$ cat config.mk
export PLATFORM = sky130hd
export DESIGN_NAME = multu_hilo_unit
export DESIGN_NICKNAME = d
export VERILOG_FILES = /design/src/rtl/alu_ops_pkg.sv /design/src/rtl/multu_step_dp.sv /design/src/rtl/multu_hilo_unit.sv
export SDC_FILE = /design/constraint.sdc
export NUM_CORES = 1
export LEC_CHECK = 0
export CAP_MARGIN = 20
export CORE_AREA = 2 2 163 165
export DETAILED_ROUTE_END_ITERATION = 10
export DIE_AREA = 0 0 165 167
export DONT_BUFFER_PORTS = 1
export PLACE_DENSITY = 0.57
export SKIP_CTS_REPAIR_TIMING = 1
export SYNTH_ARGS = -nofsm -noshare
export SYNTH_HDL_FRONTEND = slang
export SYNTH_HIERARCHICAL = 1
export SYNTH_SLANG_ARGS = --single-unit
$ cat constraint.sdc
create_clock -name clk -period 7.55 [get_ports clk]
set_input_delay 0.755 -clock clk [delete_from_list [all_inputs] [get_ports clk]]
set_output_delay 0.755 -clock clk [all_outputs]
set_load 0.01 [all_outputs]
$ cat src/rtl/alu_ops_pkg.sv
// Operation codes shared by the ALU control unit and the multiplier,
// plus the sequencing states of the HI/LO multiply unit.
package alu_ops_pkg;

  // Function codes driven onto the ALU-control operation bus.
  localparam logic [5:0] F_add   = 6'd32;
  localparam logic [5:0] F_sub   = 6'd34;
  localparam logic [5:0] F_or    = 6'd37;
  localparam logic [5:0] F_slt   = 6'd42;
  localparam logic [5:0] F_andi  = 6'd12;
  localparam logic [5:0] F_multu = 6'd25;
  localparam logic [5:0] F_mfhi  = 6'd16;
  localparam logic [5:0] F_mflo  = 6'd18;

  localparam logic [5:0] OP_MULTU     = F_multu;
  localparam logic [5:0] OP_MFHI      = F_mfhi;
  localparam logic [5:0] OP_MFLO      = F_mflo;
  localparam logic [5:0] OP_OPEN_HILO = 6'b111111;

  // ALUOp encodings from the main decoder to the ALU control unit.
  typedef enum logic [1:0] {
    ALUOP_MEM   = 2'b00,
    ALUOP_BEQ   = 2'b01,
    ALUOP_RTYPE = 2'b10,
    ALUOP_ANDI  = 2'b11
  } alu_op_e;

  typedef enum logic [1:0] {
    ST_IDLE  = 2'b00,
    ST_RUN   = 2'b01,
    ST_READY = 2'b10
  } multu_state_e;

endpackage

$ cat src/rtl/multu_step_dp.sv
// One radix-2 unsigned shift-add step: conditionally add the multiplicand
// into the upper half (with a carry bit), then shift the whole product right.
module multu_step_dp #(
  parameter int WIDTH = 32
) (
  input  logic [2*WIDTH-1:0] i_product,
  input  logic [WIDTH-1:0]   i_mcand,
  output logic [2*WIDTH-1:0] o_product
);

  logic [WIDTH:0] w_addend;
  logic [WIDTH:0] w_upper;

  assign w_addend  = i_product[0] ? {1'b0, i_mcand} : {(WIDTH+1){1'b0}};
  assign w_upper   = {1'b0, i_product[2*WIDTH-1:WIDTH]} + w_addend;
  // The carry lands in the MSB after the shift; the consumed LSB drops out.
  assign o_product = {w_upper, i_product[WIDTH-1:1]};

endmodule

$ cat src/rtl/multu_hilo_unit.sv
// Unsigned multiplier with HI/LO registers, stepped one bit per OP_MULTU
// cycle and committed to HI/LO only on the HiLo-open code.
module multu_hilo_unit
  import alu_ops_pkg::*;
#(
  parameter int WIDTH = 32
) (
  input  logic             clk,
  input  logic             rst_n,
  input  logic [5:0]       op,
  input  logic [WIDTH-1:0] dataA,
  input  logic [WIDTH-1:0] dataB,
  output logic [WIDTH-1:0] hi,
  output logic [WIDTH-1:0] lo,
  output logic [WIDTH-1:0] rdata,
  output logic             busy,
  output logic             done,
  output logic             err
);

  localparam int CW = $clog2(WIDTH + 1);

  multu_state_e r_state;
  multu_state_e w_state_next;

  logic [CW-1:0]      r_count;
  logic [2*WIDTH-1:0] r_product;
  logic [WIDTH-1:0]   r_mcand;
  logic [WIDTH-1:0]   r_hi;
  logic [WIDTH-1:0]   r_lo;
  logic               r_done;
  logic               r_err;

  logic               w_load;
  logic               w_step;
  logic               w_commit;
  logic               w_fault;
  logic [CW-1:0]      w_count_step;
  logic [2*WIDTH-1:0] w_dp_product;
  logic [WIDTH-1:0]   w_dp_mcand;
  logic [2*WIDTH-1:0] w_dp_next;

  // The first step runs in the same edge that latches the operands.
  assign w_dp_product = (r_state == ST_IDLE) ? {{WIDTH{1'b0}}, dataB} : r_product;
  assign w_dp_mcand   = (r_state == ST_IDLE) ? dataA : r_mcand;
  assign w_count_step = w_load ? CW'(1) : r_count + CW'(1);

  multu_step_dp #(.WIDTH(WIDTH)) u_step (
    .i_product (w_dp_product),
    .i_mcand   (w_dp_mcand),
    .o_product (w_dp_next)
  );

  // An unknown op fails every equality test below and so falls through to hold.
  always_comb begin
    // NOTE: every output gets a default first so no path can infer a latch.
    w_state_next = r_state;
    w_load       = 1'b0;
    w_step       = 1'b0;
    w_commit     = 1'b0;
    w_fault      = 1'b0;
    case (r_state)
      ST_IDLE: begin
        if (op == OP_MULTU) begin
          w_load       = 1'b1;
          w_step       = 1'b1;
          w_state_next = (w_count_step == CW'(WIDTH)) ? ST_READY : ST_RUN;
        end else if (op == OP_OPEN_HILO) begin
          w_fault = 1'b1;
        end
      end
      ST_RUN: begin
        if (op == OP_MULTU) begin
          w_step       = 1'b1;
          w_state_next = (w_count_step == CW'(WIDTH)) ? ST_READY : ST_RUN;
        end else if (op == OP_OPEN_HILO) begin
          w_fault      = 1'b1;
          w_state_next = ST_IDLE;
        end
      end
      ST_READY: begin
        if (op == OP_OPEN_HILO) begin
          w_commit     = 1'b1;
          w_state_next = ST_IDLE;
        end
      end
      default: w_state_next = ST_IDLE;
    endcase
  end

  always_ff @(posedge clk or negedge rst_n) begin
    if (!rst_n) begin
      r_state <= ST_IDLE;
    end else begin
      // NOTE: sequential state uses non-blocking assignment so every register
      // samples pre-edge values regardless of statement order.
      r_state <= w_state_next;
    end
  end

  always_ff @(posedge clk or negedge rst_n) begin
    if (!rst_n) begin
      r_count   <= '0;
      r_product <= '0;
      r_mcand   <= '0;
      r_hi      <= '0;
      r_lo      <= '0;
      r_done    <= 1'b0;
      r_err     <= 1'b0;
    end else begin
      r_done <= w_commit;
      r_err  <= w_fault;
      if (w_load) begin
        r_mcand <= dataA;
      end
      if (w_step) begin
        r_product <= w_dp_next;
        r_count   <= w_count_step;
      end
      if (w_commit) begin
        r_hi <= r_product[2*WIDTH-1:WIDTH];
        r_lo <= r_product[WIDTH-1:0];
      end
      if (w_commit || w_fault) begin
        r_count <= '0;
      end
    end
  end

  always_comb begin
    rdata = '0;
    if (op == OP_MFHI) begin
      rdata = r_hi;
    end else if (op == OP_MFLO) begin
      rdata = r_lo;
    end
  end

  assign hi   = r_hi;
  assign lo   = r_lo;
  assign busy = (r_state != ST_IDLE);
  assign done = r_done;
  assign err  = r_err;

endmodule

# Yosys cells after proc, flatten, opt, wreduce, memory -nomap -nowiden
# Cells that the tools add are included.
dict set report word_totals {
  out_inout_bits 99
  word_cells 43
  in_bits 72
  regBits 170
}
dict set report op_classes {
  add_sub_neg 2
  n_eq_ne 8
  n_reduce_logical 5
  muxes 20
}
# cell count
set op_table {}
lappend op_table {{$mux W32} 4}
lappend op_table {{$mux W64} 1}
lappend op_table {{$add A32 B33 Y33} 1}
lappend op_table {{$eq A6 B5 Y1 const B} 3}
lappend op_table {{$mux W6} 3}
lappend op_table {{$eq A6 B6 Y1 const B} 2}
lappend op_table {{$mux W2} 4}
lappend op_table {{$mux W1} 7}
lappend op_table {{$add A6 B1 Y6 const B} 1}
lappend op_table {{$pmux W2 S3} 1}
lappend op_table {{$reduce_bool A2 Y1} 2}
lappend op_table {{$eq A2 B1 Y1 const B} 1}
lappend op_table {{$eq A2 B2 Y1 const B} 1}
lappend op_table {{$logic_not A2 Y1} 1}
lappend op_table {{$ne A2 B1 Y1 const B} 1}
lappend op_table {{$reduce_or A2 Y1} 1}
lappend op_table {{$logic_or A1 B1 Y1} 1}

# Logic depth before layout (Yosys ltp)
dict set report logic_depth {
  word_depth 8
  mapped_depth 16
  depth_no_buf 14
}

# By module
# The synthesis kept the hierarchy.
# module cells_each n_inst area_each_um2 seq_area_each_um2
set modules_own_cells {}
lappend modules_own_cells {multu_hilo_unit 725 1 8010.2 4254.1}
lappend modules_own_cells {multu_step_dp 321 1 2222.1 0.0}

# Worst setup path after synthesis
# OpenSTA, ideal clock, no wires.
dict set report synth_timing {
  path_kind {reg-to-reg}
  startpoint {reg r_state[1]}
  endpoint {reg r_product[61]}
  t_required_ps 7433
  t_arrival_ps 3815
  setup_time_ps 117
  setup_slack_ps 3618
  n_path_buf 2
  period_less_slack_ps 3932
  stages_incl_launch_ff 17
  cell_sequence {dfrtp_1 > nor2_1 > clkbuf_1 > clkbuf_1 > mux2_2 > and2_1 > ha_1 > fa_1 > a211oi_2 > o211ai_1 > nand3_2 > nand2b_1 > or4_4 > a41o_1 > a311o_1 > nand2_1 > nand2_1}
}
dict set report synth_via {
  elab_chain_cells 4
  elab_cells_between_ends 8
  cone_classes {add/sub: 1; eq/ne: 1; mux: 4; reduce/logical: 2}
}
# item line
set synth_lines {}
lappend synth_lines {{start, declared} multu_hilo_unit.sv:23} ;# multu_state_e r_state;
lappend synth_lines {{start signal, assigned} multu_hilo_unit.sv:97} ;# r_state <= w_state_next;
lappend synth_lines {{$logic_not A2 Y1} multu_hilo_unit.sv:45} ;# assign w_dp_mcand = (r_state == ST_IDLE) ? dataA : r_mcand;
lappend synth_lines {{$mux W32} multu_hilo_unit.sv:45}
lappend synth_lines {{via w_dp_mcand[0]} multu_hilo_unit.sv:40} ;# logic [WIDTH-1:0] w_dp_mcand;
lappend synth_lines {{$mux W32} multu_step_dp.sv:14} ;# assign w_addend = i_product[0] ? {1'b0, i_mcand} : {(WIDTH+1){1'b0}};
lappend synth_lines {{$add A32 B33 Y33} multu_step_dp.sv:15} ;# assign w_upper = {1'b0, i_product[2*WIDTH-1:WIDTH]} + w_addend;
lappend synth_lines {{via w_dp_next[61]} multu_hilo_unit.sv:41} ;# logic [2*WIDTH-1:0] w_dp_next;
lappend synth_lines {{end signal, assigned} multu_hilo_unit.sv:117} ;# r_product <= w_dp_next;
lappend synth_lines {{end, declared} multu_hilo_unit.sv:27} ;# logic [2*WIDTH-1:0] r_product;
# The timed path passes the listed nets, and every way through them passes these cells.
# A chain may end at the register's enable or synchronous reset.

# Final worst setup path
dict set report layout_timing {
  startpoint {reg r_state[1]}
  endpoint {reg r_product[61]}
}
dict set report layout_via {
  elab_chain_cells 4
  elab_cells_between_ends 8
  cone_classes {add/sub: 1; eq/ne: 1; mux: 4; reduce/logical: 2}
}
# item line
set layout_lines {}
lappend layout_lines {{$logic_not A2 Y1} multu_hilo_unit.sv:44} ;# assign w_dp_product = (r_state == ST_IDLE) ? {{WIDTH{1'b0}}, dataB} : r_product;
lappend layout_lines {{$mux W64} multu_hilo_unit.sv:44}
lappend layout_lines {{via w_dp_product[0]} multu_hilo_unit.sv:39} ;# logic [2*WIDTH-1:0] w_dp_product;
lappend layout_lines {{$mux W32} multu_step_dp.sv:14}
lappend layout_lines {{$add A32 B33 Y33} multu_step_dp.sv:15}
lappend layout_lines {{via w_dp_next[61]} multu_hilo_unit.sv:41}
# The timed path passes the listed nets, and every way through them passes these cells.

==> results.json <==
{
  "grt_max_degree": 171,
  "ys_top_cells_by_area": "dfrtp_1 42%, mux2_2 18%, nand2_1 8.1%, ha_1 4.0%, and2_1 3.9%",
  "avgSynthCellArea_um2": 9.78,
  "start_util_pct": 39.7,
  "dominantRegCellSynth": "dfrtp_1",
  "hold_path_class": "input port to asynchronous set/reset pin",
  "synth_most_common_cell": "nand2_1",
  "r2r-start": "r_state[1]$_DFFE_PN0P_",
  "hpwl_um": 17200,
  "htreeDepth": 4,
  "yosys-top-cells-count": "220 x nand2_1, 170 x dfrtp_1, 160 x mux2_2",
  "wl_um": 24800,
  "maxCapViolations": 0,
  "synth-seq-area-share_pct": 41.6,
  "place_inst": 1290,
  "fill_cells": 2528,
  "p_leak_nw": 5.33,
  "tightest_slew_ps": 869,
  "cts_sinks": 170,
  "grt_pass1_wl_um": 39500,
  "totalNegativeSetupSlack_ps": 0,
  "die-area_um2": 27600,
  "antenna_found_initial": 2,
  "yosysWarnings": 6,
  "die_h_um": 167,
  "crit_type": "register to register",
  "final_nets": 1082,
  "post-route-min-period_ps": 4360,
  "timing.final.crit_share_pct": 57.8,
  "worst_slack_ps": 3190,
  "ant_nets": 0,
  "slew_headroom_pct": 42.1,
  "rows": 59,
  "netlist_area_um2": 10200,
  "grt_pass1_vias": 7049,
  "synth_nets": 1152,
  "ios": 171,
  "grt-ovfl-total": 0,
  "dp_slack_ps": 3110,
  "io_buffers": 0,
  "stdcell_area_um2": 10800,
  "r2r_end": "r_product[61]$_DFFE_PN0P_",
  "finalSetupViolations": 0,
  "cp-start-kind": "register",
  "synthDistinctLibCells": 61,
  "coreArea_um2": 25800,
  "worstRegToRegCells": 15,
  "finish.utilization_pct": 42.0,
  "dr.pass1.iters": 4,
  "viasPerCell": 5.32,
  "async_reset_ff_share_pct": 100,
  "path_clk_slew_ps": 70,
  "cts_tree": "built",
  "vias": 7066,
  "power_density_nw_per_um2": 228,
  "fin_worst_skew_ps": 10.2,
  "rrSetupSlack_ps": 3190,
  "synth_top_cell_by_area": "dfrtp_1",
  "cp_data_arrival_time_ps": 4680,
  "numCtsBuffers": 17,
  "p_total_mw": 2.46,
  "grt_setup_unrepaired": "false",
  "cts_root_buf": "clkbuf_16",
  "drc": 0,
  "clockBufferDepth": 2,
  "status": "completed",
  "synth_edf_count": 0,
  "hold_viol": 0,
  "slew_violations": 0,
  "first_iter_violations": 460,
  "ir_worst_vdd_uv": 101,
  "path_max_fanout": 34,
  "drive_above_1_share_pct": 22.0,
  "route.detailed.wl_per_inst_um": 18.7,
  "fmax_ghz": 0.229,
  "end_kind": "register",
  "fin_cells": 1327,
  "syn_to_final_growth_pct": 5.71,
  "clk_latency_ps": 430,
  "grt_usage_pct": 18.3,
  "ys_ff_latch": 170,
  "netlist_instances": 1046,
  "place_area_um2": 10200,
  "hold_ws_ps": 28.3,
  "gp_congestion": 0.874,
  "synth_top_area_share_pct": 41.6,
  "dieWidth_um": 165,
  "cp.required_ps": 7870
}
## cells in the final DEF (no fill, tap or decap), types with 13 or more instances in the layout
| master | instances |
|---|---|
| dfrtp_1 | 170 |
| ha_1 | 33 |
| clkbuf_16 | 17 |
| a21oi_1 | 31 |
| and2_1 | 64 |
| mux2_2 | 160 |
| nand2_1 | 220 |
| o21ai_0 | 24 |
| mux2i_1 | 34 |
| xor2_1 | 13 |
| xnor2_1 | 17 |
| nor2_1 | 48 |
## power breakdown
group	switching (mW)	leakage [nW]	internal (mW)
sequential	0.0587	2.34	0.981
combinational	0.287	2.71	0.265
clock	0.398	0.278	0.472
total	0.744	5.33	1.72
## cell type report
type / instances / area [um^2] / share of cell area, %
flip-flops and latches: 170 / 4250 / 39.3
repair buffers: 10 / 80.1 / 0.740
well taps: 335 / 419 / 3.88
diodes: 3 / 7.51 / 0.0694
inverters: 9 / 33.8 / 0.312
clock inverters: 14 / 138 / 1.27
clock buffers: 18 / 439 / 4.06
multi-input cells: 768 / 5450 / 50.3
## state kept, by name (all words and copies together) (netlist names)
register   flops
lo            32
r_product     64
hi            32
r_state        2
r_mcand       32
done           1
r_count        6
err            1
## worst max-delay path by stage
stage / start / end / cells past startpoint
final: r_state[1]$_DFFE_PN0P_ / r_product[61]$_DFFE_PN0P_ / 15
after global routing: r_state[1]$_DFFE_PN0P_ / r_product[61]$_DFFE_PN0P_ / 15
after CTS: r_state[1]$_DFFE_PN0P_ / r_product[61]$_DFFE_PN0P_ / 15
after detailed placement: r_state[1]$_DFFE_PN0P_ / r_product[61]$_DFFE_PN0P_ / 15
after global placement: r_state[1]$_DFFE_PN0P_ / r_product[61]$_DFFE_PN0P_ / 15
after floorplan: r_state[1]$_DFFE_PN0P_ / r_product[61]$_DFFE_PN0P_ / 16
## per-layer routing
layer  up-vias  part of all wire (%)  track usage [%]
li1       3417                     -                -
met1      3458                    46             24.1
met2       177                    47             29.7
met3        14                   6.4             5.88
met4         0                  0.83             3.33
met5         -                     0                0
## worst max-delay path, cell delays in order (launching register included)
cell and delay [ps]:
dfrtp_1 540, nor2_4 140, buf_4 410, mux2_2 580, and2_1 250, ha_1 210, fa_1 460, a211oi_2 260
o211ai_1 120, nand3_2 120, nand2b_1 80, or4_4 450, a41o_1 250, a311o_1 260, nand2_1 60, nand2_1 50
## cells by family after synthesis
kind of cell	synth area share, %
AND/OR/NAND/NOR	17.3
multiplexers	21.0
flip-flops	41.6
AO/OA/AOI/OAI	7.83
buffers and inverters	5.48
adder cells (fa/ha/maj)	4.23
XOR/XNOR	2.57
Note: power is estimated with default switching activity, not from simulation.
